File: config.mk
export PLATFORM = sky130hd
export DESIGN_NAME = multicycle_ctrl_flat
export DESIGN_NICKNAME = d
export VERILOG_FILES = /design/src/rtl/core_pkg.sv /design/src/rtl/multicycle_ctrl_if.sv /design/src/rtl/opcode_decode.sv /design/src/rtl/multicycle_ctrl.sv /design/src/flat_wrapper.sv
export SDC_FILE = /design/constraint.sdc
export NUM_CORES = 1
export LEC_CHECK = 0
export CORE_AREA = 2 2 67 69
export DETAILED_ROUTE_END_ITERATION = 7
export DIE_AREA = 0 0 69 71
export DONT_BUFFER_PORTS = 1
export HOLD_SLACK_MARGIN = 0.1
export PLACE_DENSITY = 0.77
export SLEW_MARGIN = 10
export SYNTH_ARGS = -nofsm -noshare
export SYNTH_HDL_FRONTEND = slang
export SYNTH_SLANG_ARGS = --single-unit
File: constraint.sdc
create_clock -name clk -period 1.5 [get_ports clk]
set_input_delay 0.225 -clock clk [delete_from_list [all_inputs] [get_ports clk]]
set_output_delay 0.225 -clock clk [all_outputs]
set_load 0.05 [all_outputs]
File: src/rtl/core_pkg.sv
// core_pkg: encodings shared by the multi-cycle control FSM, the opcode
// decoder and the immediate generator.
//   - opcode constants for the supported RV32I subset
//   - imm_sel encodings (IMM_R/I/S/B)
//   - alu_op encodings
//   - FSM state enum and latched opcode-class enum
package core_pkg;

  localparam logic [6:0] OP_R      = 7'b0110011;
  localparam logic [6:0] OP_I      = 7'b0010011;
  localparam logic [6:0] OP_LOAD   = 7'b0000011;
  localparam logic [6:0] OP_STORE  = 7'b0100011;
  localparam logic [6:0] OP_BRANCH = 7'b1100011;

  typedef enum logic [1:0] {
    IMM_R = 2'b00,
    IMM_I = 2'b01,
    IMM_S = 2'b10,
    IMM_B = 2'b11
  } imm_sel_e;

  typedef enum logic [1:0] {
    ALU_ADD   = 2'b00,
    ALU_SUB   = 2'b01,
    ALU_FUNCT = 2'b10
  } alu_op_e;

  typedef enum logic [2:0] {
    START  = 3'd0,
    FETCH  = 3'd1,
    DECODE = 3'd2,
    EXEC   = 3'd3,
    MEM    = 3'd4,
    WB     = 3'd5
  } state_e;

  typedef enum logic [2:0] {
    CLS_R      = 3'd0,
    CLS_I      = 3'd1,
    CLS_LOAD   = 3'd2,
    CLS_STORE  = 3'd3,
    CLS_BRANCH = 3'd4
  } op_class_e;

  // Immediate format implied by an opcode class; loads use the I format.
  function automatic imm_sel_e imm_of(input op_class_e cls);
    case (cls)
      CLS_I, CLS_LOAD: imm_of = IMM_I;
      CLS_STORE:       imm_of = IMM_S;
      CLS_BRANCH:      imm_of = IMM_B;
      default:         imm_of = IMM_R;
    endcase
  endfunction

endpackage

File: src/rtl/multicycle_ctrl_if.sv
// multicycle_ctrl_if: bundle between the control FSM and the datapath /
// instruction and data memories.
//   master : the controller (consumes instr, readies, alu_zero; drives strobes)
//   slave  : the datapath side (the reverse view)
interface multicycle_ctrl_if #(
  parameter int XLEN  = 32,
  parameter int CNT_W = 32
);
  logic [XLEN-1:0]  instr;
  logic             imem_ready;
  logic             dmem_ready;
  logic             alu_zero;
  logic             imem_req;
  logic             ir_write;
  logic [1:0]       imm_sel;
  logic             alu_src_imm;
  logic [1:0]       alu_op;
  logic             dmem_read;
  logic             dmem_write;
  logic             reg_write;
  logic             wb_sel_mem;
  logic             pc_write;
  logic             pc_branch;
  logic             illegal;
  logic [CNT_W-1:0] retired;

  modport master (
    input  instr, imem_ready, dmem_ready, alu_zero,
    output imem_req, ir_write, imm_sel, alu_src_imm, alu_op, dmem_read,
           dmem_write, reg_write, wb_sel_mem, pc_write, pc_branch, illegal,
           retired
  );

  modport slave (
    output instr, imem_ready, dmem_ready, alu_zero,
    input  imem_req, ir_write, imm_sel, alu_src_imm, alu_op, dmem_read,
           dmem_write, reg_write, wb_sel_mem, pc_write, pc_branch, illegal,
           retired
  );
endinterface

File: src/rtl/opcode_decode.sv
// opcode_decode: combinational map from instr[6:0] to an opcode class.
//   opcode   in  7  instr[6:0]
//   op_class out    class of a supported opcode (don't-care when illegal)
//   illegal  out 1  opcode is not in the supported subset
module opcode_decode
  import core_pkg::*;
(
  input  logic [6:0] opcode,
  output op_class_e  op_class,
  output logic       illegal
);

  always_comb begin
    // NOTE: defaults first so every path assigns both outputs and no latch is inferred.
    op_class = CLS_R;
    illegal  = 1'b0;
    case (opcode)
      OP_R:      op_class = CLS_R;
      OP_I:      op_class = CLS_I;
      OP_LOAD:   op_class = CLS_LOAD;
      OP_STORE:  op_class = CLS_STORE;
      OP_BRANCH: op_class = CLS_BRANCH;
      default:   illegal  = 1'b1;
    endcase
  end

endmodule

File: src/rtl/multicycle_ctrl.sv
// multicycle_ctrl: multi-cycle control FSM for the RV32I-subset core.
// Sequences START -> FETCH -> DECODE -> EXEC -> [MEM] -> [WB] -> FETCH.
//   clk  in   single clock, rising edge
//   rst  in   asynchronous, active-high reset
//   bus  master view of multicycle_ctrl_if:
//        in  instr, imem_ready, dmem_ready, alu_zero
//        out imem_req, ir_write, pc_write, imm_sel, alu_src_imm, alu_op,
//            dmem_read, dmem_write, reg_write, wb_sel_mem, pc_branch,
//            illegal, retired
module multicycle_ctrl
  import core_pkg::*;
#(
  parameter int XLEN  = 32,
  parameter int CNT_W = 32
) (
  input  logic                clk,
  input  logic                rst,
  multicycle_ctrl_if.master   bus
);

  state_e           state, state_nxt;
  op_class_e        cls_q;
  op_class_e        dec_cls;
  logic             dec_illegal;
  logic [1:0]       imm_sel_q;
  logic [CNT_W-1:0] retired_q;
  logic             retire;

  logic       imem_req, ir_write, pc_write, alu_src_imm;
  logic [1:0] alu_op;
  logic       dmem_read, dmem_write, reg_write, wb_sel_mem, pc_branch, illegal;

  // Only the opcode field steers control; the rest goes to the datapath.
  logic unused_instr_hi;
  assign unused_instr_hi = ^bus.instr[XLEN-1:7];

  opcode_decode u_dec (
    .opcode   (bus.instr[6:0]),
    .op_class (dec_cls),
    .illegal  (dec_illegal)
  );

  // State register
  always_ff @(posedge clk or posedge rst) begin
    // NOTE: non-blocking assignments so every flop samples pre-edge values.
    if (rst) state <= START;
    else     state <= state_nxt;
  end

  // Next-state logic
  always_comb begin
    state_nxt = state;
    case (state)
      START:  state_nxt = FETCH;
      FETCH:  state_nxt = bus.imem_ready ? DECODE : FETCH;
      DECODE: state_nxt = dec_illegal ? FETCH : EXEC;
      EXEC: begin
        case (cls_q)
          CLS_LOAD, CLS_STORE: state_nxt = MEM;
          CLS_BRANCH:          state_nxt = FETCH;
          default:             state_nxt = WB;
        endcase
      end
      MEM: begin
        if (bus.dmem_ready) state_nxt = (cls_q == CLS_LOAD) ? WB : FETCH;
      end
      WB:      state_nxt = FETCH;
      default: state_nxt = START;
    endcase
  end

  // Output logic: Moore on state + latched class, except the ready/zero gated
  // strobes in FETCH and for BEQ.
  always_comb begin
    imem_req    = 1'b0;
    ir_write    = 1'b0;
    pc_write    = 1'b0;
    alu_src_imm = 1'b0;
    alu_op      = ALU_ADD;
    dmem_read   = 1'b0;
    dmem_write  = 1'b0;
    reg_write   = 1'b0;
    wb_sel_mem  = 1'b0;
    pc_branch   = 1'b0;
    illegal     = 1'b0;
    case (state)
      FETCH: begin
        imem_req = 1'b1;
        ir_write = bus.imem_ready;
        pc_write = bus.imem_ready;
      end
      DECODE: illegal = dec_illegal;
      EXEC: begin
        case (cls_q)
          CLS_R: alu_op = ALU_FUNCT;
          CLS_I: begin
            alu_op      = ALU_FUNCT;
            alu_src_imm = 1'b1;
          end
          CLS_LOAD, CLS_STORE: alu_src_imm = 1'b1;
          CLS_BRANCH: begin
            alu_op    = ALU_SUB;
            pc_branch = bus.alu_zero;
          end
          default: ;
        endcase
      end
      MEM: begin
        dmem_read  = (cls_q == CLS_LOAD);
        dmem_write = (cls_q == CLS_STORE);
      end
      WB: begin
        reg_write  = 1'b1;
        wb_sel_mem = (cls_q == CLS_LOAD);
      end
      default: ;
    endcase
  end

  // Opcode class and imm_sel are captured together at the end of a legal
  // DECODE and held until the next one, so the immediate generator sees the
  // latched instruction's format for EXEC/MEM/WB.
  always_ff @(posedge clk or posedge rst) begin
    if (rst) begin
      cls_q     <= CLS_R;
      imm_sel_q <= IMM_R;
    end else if (state == DECODE && !dec_illegal) begin
      cls_q     <= dec_cls;
      imm_sel_q <= imm_of(dec_cls);
    end
  end

  // One retirement per instruction, on the cycle it leaves its final state.
  // A store leaves MEM only with dmem_ready, so that single term counts it.
  assign retire = (state == WB)
               || (state == EXEC && cls_q == CLS_BRANCH)
               || (state == MEM  && cls_q == CLS_STORE && bus.dmem_ready);

  always_ff @(posedge clk or posedge rst) begin
    if (rst)         retired_q <= '0;
    else if (retire) retired_q <= retired_q + 1'b1;  // wraps naturally
  end

  assign bus.imem_req    = imem_req;
  assign bus.ir_write    = ir_write;
  assign bus.pc_write    = pc_write;
  assign bus.imm_sel     = imm_sel_q;
  assign bus.alu_src_imm = alu_src_imm;
  assign bus.alu_op      = alu_op;
  assign bus.dmem_read   = dmem_read;
  assign bus.dmem_write  = dmem_write;
  assign bus.reg_write   = reg_write;
  assign bus.wb_sel_mem  = wb_sel_mem;
  assign bus.pc_branch   = pc_branch;
  assign bus.illegal     = illegal;
  assign bus.retired     = retired_q;

endmodule

File: src/flat_wrapper.sv
// flat-port wrapper written by rule: the top's interface ports become plain ports
module multicycle_ctrl_flat import core_pkg::*;
#(
  parameter int XLEN  = 32,
  parameter int CNT_W = 32
)
  (clk, rst, bus_instr, bus_imem_ready, bus_dmem_ready, bus_alu_zero, bus_imem_req, bus_ir_write, bus_imm_sel, bus_alu_src_imm, bus_alu_op, bus_dmem_read, bus_dmem_write, bus_reg_write, bus_wb_sel_mem, bus_pc_write, bus_pc_branch, bus_illegal, bus_retired);
  multicycle_ctrl_if #(.XLEN(XLEN), .CNT_W(CNT_W)) bus_i ();
  input  logic clk;
  input  logic rst;
  input wire logic [$bits(bus_i.instr)-1:0] bus_instr;
  input wire logic [$bits(bus_i.imem_ready)-1:0] bus_imem_ready;
  input wire logic [$bits(bus_i.dmem_ready)-1:0] bus_dmem_ready;
  input wire logic [$bits(bus_i.alu_zero)-1:0] bus_alu_zero;
  output wire logic [$bits(bus_i.imem_req)-1:0] bus_imem_req;
  output wire logic [$bits(bus_i.ir_write)-1:0] bus_ir_write;
  output wire logic [$bits(bus_i.imm_sel)-1:0] bus_imm_sel;
  output wire logic [$bits(bus_i.alu_src_imm)-1:0] bus_alu_src_imm;
  output wire logic [$bits(bus_i.alu_op)-1:0] bus_alu_op;
  output wire logic [$bits(bus_i.dmem_read)-1:0] bus_dmem_read;
  output wire logic [$bits(bus_i.dmem_write)-1:0] bus_dmem_write;
  output wire logic [$bits(bus_i.reg_write)-1:0] bus_reg_write;
  output wire logic [$bits(bus_i.wb_sel_mem)-1:0] bus_wb_sel_mem;
  output wire logic [$bits(bus_i.pc_write)-1:0] bus_pc_write;
  output wire logic [$bits(bus_i.pc_branch)-1:0] bus_pc_branch;
  output wire logic [$bits(bus_i.illegal)-1:0] bus_illegal;
  output wire logic [$bits(bus_i.retired)-1:0] bus_retired;
  assign bus_i.instr = bus_instr;
  assign bus_i.imem_ready = bus_imem_ready;
  assign bus_i.dmem_ready = bus_dmem_ready;
  assign bus_i.alu_zero = bus_alu_zero;
  assign bus_imem_req = bus_i.imem_req;
  assign bus_ir_write = bus_i.ir_write;
  assign bus_imm_sel = bus_i.imm_sel;
  assign bus_alu_src_imm = bus_i.alu_src_imm;
  assign bus_alu_op = bus_i.alu_op;
  assign bus_dmem_read = bus_i.dmem_read;
  assign bus_dmem_write = bus_i.dmem_write;
  assign bus_reg_write = bus_i.reg_write;
  assign bus_wb_sel_mem = bus_i.wb_sel_mem;
  assign bus_pc_write = bus_i.pc_write;
  assign bus_pc_branch = bus_i.pc_branch;
  assign bus_illegal = bus_i.illegal;
  assign bus_retired = bus_i.retired;
  multicycle_ctrl #(.XLEN(XLEN), .CNT_W(CNT_W)) u_core (.clk(clk), .rst(rst), .bus(bus_i));
endmodule
After elaboration in Yosys (flattened, before gate mapping)
Cells that the tools add are included.
{ "totals": {"regBits": 40, "latchBits": 0, "ram_bits": 0, "rom_bits": 0, "inputBits": 37, "wordCells": 60, "memories": 0} }
{ "op_classes": {"addsub": 1, "mul": 0, "n_div": 0, "n_lt_le_gt_ge": 0, "eq_ne": 19, "shifts": 0, "mux": 22, "bitwise_logic": 0, "reduce_logical": 14} }
{ "op_table": {"columns": ["operator", "count"], "rows": [
  ["adder 32 x 1 -> 32 bit, second input constant", 1],
  ["equality test 3 x 2 -> 1 bit, second input constant", 6],
  ["one-hot mux 3 bit (5 select lines)", 1],
  ["equality test 7 x 6 -> 1 bit, second input constant", 2],
  ["equality test 3 bit, second input constant", 4],
  ["two-way mux 1 bit", 12],
  ["one-hot mux 3 bit (4 select lines)", 1],
  ["equality test 3 x 1 -> 1 bit, second input constant", 3],
  ["OR reduction 2 bit", 4],
  ["equality test 7 x 2 -> 1 bit, second input constant", 1],
  ["equality test 7 x 5 -> 1 bit, second input constant", 1],
  ["equality test 7 bit, second input constant", 1],
  ["zero test 3 bit", 2],
  ["two-way mux 2 bit", 3],
  ["two-way mux 3 bit", 2],
  ["one-hot mux 2 bit (3 select lines)", 1],
  ["one-hot mux 3 bit (2 select lines)", 1],
  ["OR reduction 5 bit", 1],
  ["logical AND 1 bit", 4],
  ["one-hot mux 2 bit (2 select lines)", 1],
  ["OR reduction 3 bit", 1],
  ["logical OR 1 bit", 2],
  ["inequality test 2 bit, second input constant", 1]
]} }

Depth between registers and ports, before layout
Gate-level depths: netlist of the first run.
{ "logic_depth": {"depth_word": 5, "ltp_mapped": 6, "ltp_nobuf": 6} }

Cells and area by module
Synthesis of the first run repeated with hierarchy kept, for this count alone.
{ "unflattened": {"hier_cells": 186, "area_unflattened_um2": 2060.7} }
{ "by_module_without_submodules": {"columns": ["mod", "n_inst", "cells_each", "area_per_inst_um2"], "rows": [
  ["multicycle_ctrl", 1, 177, 1996.9],
  ["opcode_decode", 1, 9, 63.8]
]} }

Least setup slack after synthesis of the first run
No wires, ideal clock.
{ "synth_timing": {"kind": "register -> output", "startpoint": "register u_core.state[1]", "endpoint": "output port bus_wb_sel_mem", "arrival_time_ns": 2.312, "required_time_ns": 1.275, "path_slack_ns": -1.037, "path_stages_with_launch": 4, "path_buffers": 0, "path_cell_list": "dfrtp_1 > nor2b_1 > and2_1 > nor3b_1"} }
{ "synth_between": {"elab_chain_cells": 2} }
{ "synth_rtl": {"columns": ["item", "line", "source"], "rows": [
  ["start: declaration", "multicycle_ctrl.sv:21", "state_e state, state_nxt;"],
  ["start signal: assignment", "multicycle_ctrl.sv:47", "else state <= state_nxt;"],
  ["equality test 3 bit", "multicycle_ctrl.sv:86", "case (state)"],
  ["two-way mux 1 bit", "multicycle_ctrl.sv:86", null],
  ["end: declaration", "flat_wrapper.sv:23", "output wire logic [$bits(bus_i.wb_sel_mem)-1:0] bus_wb_sel_mem;"]
]} }
No other way between the ends.

Worst setup path after layout of the first run
{ "layout_timing": {"startpoint": "register u_core.state[2]", "endpoint": "output port bus_pc_branch"} }
{ "layout_between": {"elab_chain_cells": 2} }
{ "layout_rtl": {"columns": ["item", "line", "source"], "rows": [
  ["equality test 3 x 2 -> 1 bit", "multicycle_ctrl.sv:86", null],
  ["two-way mux 1 bit", "multicycle_ctrl.sv:86", null],
  ["end: declaration", "flat_wrapper.sv:25", "output wire logic [$bits(bus_i.pc_branch)-1:0] bus_pc_branch;"]
]} }
No other way between the ends.

==> results of run 1 <==
sequential cells by signal, indices dropped and copies added, names as in the netlist:
signal,cells
u_core.cls_q,3
u_core.bus.retired,32
u_core.state,3
u_core.bus.imm_sel,2
power by group through the flow:
stage          Combinational [W]  Clock [W]  Sequential (W)
2_1_floorplan           0.000834          0         0.00162
3_3_place_gp             0.00163          0         0.00135
3_5_place_dp             0.00168          0         0.00136
4_1_cts                  0.00198   0.000992         0.00134
5_1_grt                  0.00239    0.00104         0.00138
6_report                 0.00228   0.000985         0.00136
path summary, 6_finish.rpt:
check / slack, ns / cells past startpoint / end / start
max in group asynchronous: 0.63 / 3 / u_core.bus.retired[20] / rst
max: -0.30 / 5 / bus_pc_branch / u_core.state[2]
min: 0.11 / 2 / u_core.state[1] / bus_imem_ready
max reg2reg: -0.30 / 7 / u_core.bus.retired[24] / u_core.state[2]
min reg2reg: 0.63 / 2 / u_core.bus.retired[29] / u_core.bus.retired[29]
min in group asynchronous: 0.49 / 3 / u_core.bus.retired[17] / rst
layer usage:
metal	wire [um]	global-route usage (%)	vias to the layer above
li1	-	-	898
met5	0	0	-
met4	281	16.3	0
met1	2770	32.6	997
met3	478	7.41	25
met2	3560	44.9	91
final cells by class:
| type | instances | area, um2 | area share, % |
|---|---|---|---|
| Multi-Input combinational cell | 153 | 1410 | 40.7 |
| Clock inverter | 1 | 30.0 | 0.868 |
| Timing Repair Buffer | 87 | 797 | 23.0 |
| Clock buffer | 7 | 96.3 | 2.78 |
| Sequential cell | 40 | 1030 | 29.9 |
| Tap cell | 52 | 65.1 | 1.88 |
| Inverter | 6 | 30.0 | 0.868 |
cells in the mapped netlist, drive strengths merged (3+ instances only):
library cell  count  area [um2]
and2              3        18.8
nand2b            5        31.3
nor2             13        51.3
clkbuf            3        11.3
nand3            10        55.1
nor2b             3        18.8
nand2            24        90.1
xor2             11        96.3
and3              5        31.3
nor4              6        58.8
inv               6        22.5
nand4            12        90.1
xnor2            20         175
o21ai             4        20.0
a21oi             4        20.0
nor3             12        60.1
dfrtp            40        1000
worst max-delay path, cell delays in order (launching register included):
cell and delay, ns:
dfrtp_1 0.42, and2b_2 0.28, nand4b_4 0.16, inv_8 0.08, buf_6 0.09, and2_4 0.24
layout by cell type, fill, tap and decap left out, drive strengths merged, types with 7 or more instances in the layout:
master,count
buf,82
clkbuf,7
dfrtp,40
nand2,24
nand3,10
nand4,12
nor2,13
nor3,12
xnor2,20
xor2,11
cells by family after synthesis:
kind of cell,after synthesis,share of synthesized area (%)
AND/OR/NAND/NOR,104,29.8
flip-flops,40,48.3
XOR/XNOR,31,13.1
AO/OA/AOI/OAI,17,6.28
buffers and inverters,10,1.99
adder cells (fa/ha/maj),1,0.603
metrics by stage:
step	hold slack (ns)	setup TNS (ns)
after global placement	0.272	-3.33
after floorplan	0.332	-2.93
after CTS	0.118	-4.87
final	0.113	-7.61
after global routing	0.122	-10.13
after detailed placement	0.278	-4.34
what timing repair did:
item	in CTS	in global routing
setup endpoints to repair	48	50
setup buffers	15	6
hold buffers	4	1
endpoints found under the hold margin	43	1
pin swaps	16	19
gates resized for setup	42	27
==> qor.yml, run 1 <==
synthesis:
  ys_async_sr_fraction_pct: 100
  yosysSeqAreaShare_pct: 48.3
  synth_area_um2: 2070
  syn-num-nets: 241
  ys_ff_latch: 40
  synth-edff-count: 0
  synthCells: 203
  synth_ff_type: "dfrtp_1"
  syn_area_per_cell_um2: 10.2
  synth_warnings: 0
  ys_types: 41
floorplanning:
  pin_count: 83
  dieArea_um2: 4900
  num_rows: 24
  initial_core_util_pct: 49.3
  die_y_um: 71
  core_area_um2: 4200
  die_w_um: 69
critical_path:
  worstSetupPathType: "flip-flop to output pin"
  crit_fanout: 3
  arrival_ns: 1.58
  crit_path_end_kind: "output pin"
  worstPathRequired_ns: 1.27
  start_kind: "flip-flop"
clock_network:
  h-tree-depth: 2
  cts_made_buffers: 5
  cts_tree: "built"
  max-clock-path-buffers: 2
  clk_latency_ns: 0.30
  cts_root_buffer: "clkbuf_8"
  cts.sinks: 40
  path_clk_slew_ns: 0.08
placement:
  place_ws_ns: -0.210
  dpl_cell_area_um2: 2880
  place_congestion: 0.803
  dp_cells: 316
  dp_hpwl_um: 3870
  portBuffers: 0
job:
  max-cap-violations: 0
sta:
  rsz0062_at_grt: "yes"
  hold_viol_final: 0
  fin_skew_ns: 0.00580
  timing.final.crit_share_pct: 120
  max_slew_margin_pct: 58.5
  tightest_slew_ns: 0.615
  period_minus_slack_ns: 1.80
  fmax_mhz: 554
  setup_viol: 45
  slew_violations: 0
  setup_ws_ns: -0.304
status:
  violations: "negative setup slack"
  status: "finished with violations"
cells_and_area:
  final_util_pct: 82.3
  finalInstanceArea_um2: 3460
  n_antenna_cell: 0
  stdcell_count: 346
  syn_to_final_growth_pct: 66.9
  drive_gt1_share_pct: 60.9
  fill_cells: 206
  layout.nets: 331
drt:
  drc: 0
  routed_via_density: 5.81
  drtIter0Drc: 146
  dr.pass1.iters: 4
  wire_per_inst_um: 20.5
  wl_um: 7090
  num_vias: 2011
  antenna_left: 0
power:
  p_int_w: 0.00273
  pwr-share-comb_pct: 49.4
  pwr-share-seq_pct: 29.3
  leakagePower_nw: 1.63
  power_w: 0.00463
  p_per_area_nw_per_um2: 1340
  switching_share_pct: 41.0
  vdd_ir_drop_max_uv: 1200
  p_clk_share_pct: 21.3
  p_switching_w: 0.00190
global_routing:
  grt_pass1_vias: 2030
  grt.overflow.total: 0
  grt_pass1_wl_um: 10500
  grt_max_degree: 41
  track_usage_pct: 27.4
  grt_antenna_before_repair: 0
min_path:
  hold_path.class: "input pin to flip-flop"
Note: power is estimated with default switching activity, not from simulation.
==> run 2, diff against run 1 <==
PLACE_DENSITY = 0.75   (was 0.77)
clock period = 2 ns   (was 1.5 ns; I/O delays follow)
==> run 2 against run 1 <==
Against the previous run: the flow now finishes without violations; total power is 45% lower; clock skew rose by 0.0035 ns; sequential power down 27%; non-clock buffer count down 35; combinational power down 54%; sequential share of layout area increased by 7.9 points; worst hold slack worse by 0.00067 ns; global-route usage is 7.2 points lower; count of clock-buffer cells in the layout down 1; largest cell class unchanged; largest power group unchanged.
==> qor.yml, run 2 (same netlist as run 1, synthesis figures left out) <==
clock_network:
  cts.sinks: 40
  path_clk_slew_ns: 0.07
  cts_tree: "built"
  cts_made_buffers: 5
  cts_root_buffer: "clkbuf_8"
  max-clock-path-buffers: 2
  h-tree-depth: 2
  clk_latency_ns: 0.30
placement:
  place_congestion: 0.781
  portBuffers: 0
  dp_hpwl_um: 3540
cells_and_area:
  layout.nets: 296
  drive_gt1_share_pct: 28.7
  seqCellArea_um2: 1000
  fill_cells: 348
  syn_to_final_growth_pct: 27.8
  layout_common_cells: "49 x buf_4, 40 x dfrtp_1, 24 x nand2_1, 20 x xnor2_1"
  largest_reg_flops: 32
  multi_input_area_um2: 1070
  final_common_cell: "buf_4"
  final_util_pct: 63.0
  n_antenna_cell: 0
sta:
  max_slew_margin_pct: 64.3
  slew_violations: 0
  rsz0062_at_grt: "no"
  tightest_slew_ns: 0.535
  hold_viol_final: 0
  setup_tns_ns: 0
  fmax_mhz: 524
  period_minus_slack_ns: 1.91
  timing.final.crit_share_pct: 95.4
  setup_viol: 0
  fin_skew_ns: 0.00931
floorplanning:
  num_rows: 24
  die_w_um: 69
  die_y_um: 71
  pin_count: 83
  core_area_um2: 4200
  initial_core_util_pct: 49.3
  dieArea_um2: 4900
critical_path:
  start_kind: "flip-flop"
  worstSetupPathType: "flip-flop to output pin"
  crit_fanout: 6
  reg2reg_depth: 6
  arrival_ns: 1.61
  r2r-end: "u_core.bus.retired[25]"
  r2r_setup_slack_ns: 0.21
  timing.rr.start: "u_core.cls_q[0]"
  crit_start: "u_core.cls_q[0]"
  crit_path_end_kind: "output pin"
  worstPathRequired_ns: 1.70
power:
  p_per_area_nw_per_um2: 961
  vdd_ir_drop_max_uv: 575
  leakagePower_nw: 1.29
drt:
  routed_via_density: 5.42
  wl_um: 4730
  num_vias: 1680
  wire_per_inst_um: 15.2
  antenna_left: 0
  drtIter0Drc: 84
  dr.pass1.iters: 4
  drc: 0
min_path:
  holdPathStages: 1
  hold_path.class: "input pin to flip-flop"
  worstHoldStart: "bus_instr[4]"
  holdPathEnd: "u_core.cls_q[1]"
job:
  max-cap-violations: 0
global_routing:
  track_usage_pct: 20.2
  grt_pass1_vias: 1666
  grt_pass1_wl_um: 7890
  grt_max_degree: 41
  grt_antenna_before_repair: 0
  grt.overflow.total: 0
status:
  status: "finished, final reports clean"
==> run 2: layer usage <==
metal	vias up	share of wire, %	global-route usage [%]
li1	822	-	-
met1	796	43	26.5
met2	51	48	32.8
met3	11	7.1	5.13
met4	0	1.5	7.41
met5	-	0	0
==> run 2: through the flow <==
stage	power (W)	hold slack (ns)	instance area, um2	setup WS (ns)	cells
floorplan	0.00174	0.407	2090	-0.0936	203
global placement	0.00201	0.349	2510	0.181	297
detailed placement	0.00203	0.347	2510	0.178	297
CTS	0.00253	0.110	2600	0.0565	305
global route	0.00267	0.110	2650	0.00724	310
finish	0.00255	0.112	2650	0.0921	310
==> run 2: critical path, cell delays in order, from the launching register on <==
cell and delay [ns]:
dfrtp_1 0.43, and2b_1 0.28, nand4b_4 0.15, inv_2 0.12
and2_1 0.19, buf_12 0.15
==> run 2: repair_timing <==
| action | 4_1_cts | 5_1_grt |
|---|---|---|
| endpoints found under the hold margin | 40 | 0 |
| setup buffers | 0 | 5 |
| hold buffers | 1 | 0 |
| resized for setup | 0 | 2 |
| endpoints found under the setup margin | 0 | 9 |
==> run 2: where the power goes <==
group,switching [W],internal [W]
logic,0.000720,0.000319
clock network,0.000271,0.000237
registers,0.000102,0.000896
total,0.00109,0.00145
==> run 2: worst max-delay path by stage <==
stage / end / slack (ns) / cells past startpoint
floorplan: bus_dmem_read / -0.09 / 3
detailed placement: u_core.bus.retired[26] / 0.18 / 5
CTS: bus_pc_branch / 0.06 / 5
global route: u_core.bus.retired[25] / 0.007 / 5
global placement: u_core.bus.retired[26] / 0.18 / 5
finish: bus_pc_branch / 0.09 / 5
==> run 2: cell type report <==
| type | count | area share (%) |
|---|---|---|
| clock buffer | 6 | 2.74 |
| clock inverter | 1 | 0.189 |
| inverter | 6 | 0.850 |
| multi-input combinational | 153 | 40.2 |
| sequential | 40 | 37.8 |
| tap | 52 | 2.46 |
| timing repair buffer | 52 | 15.8 |
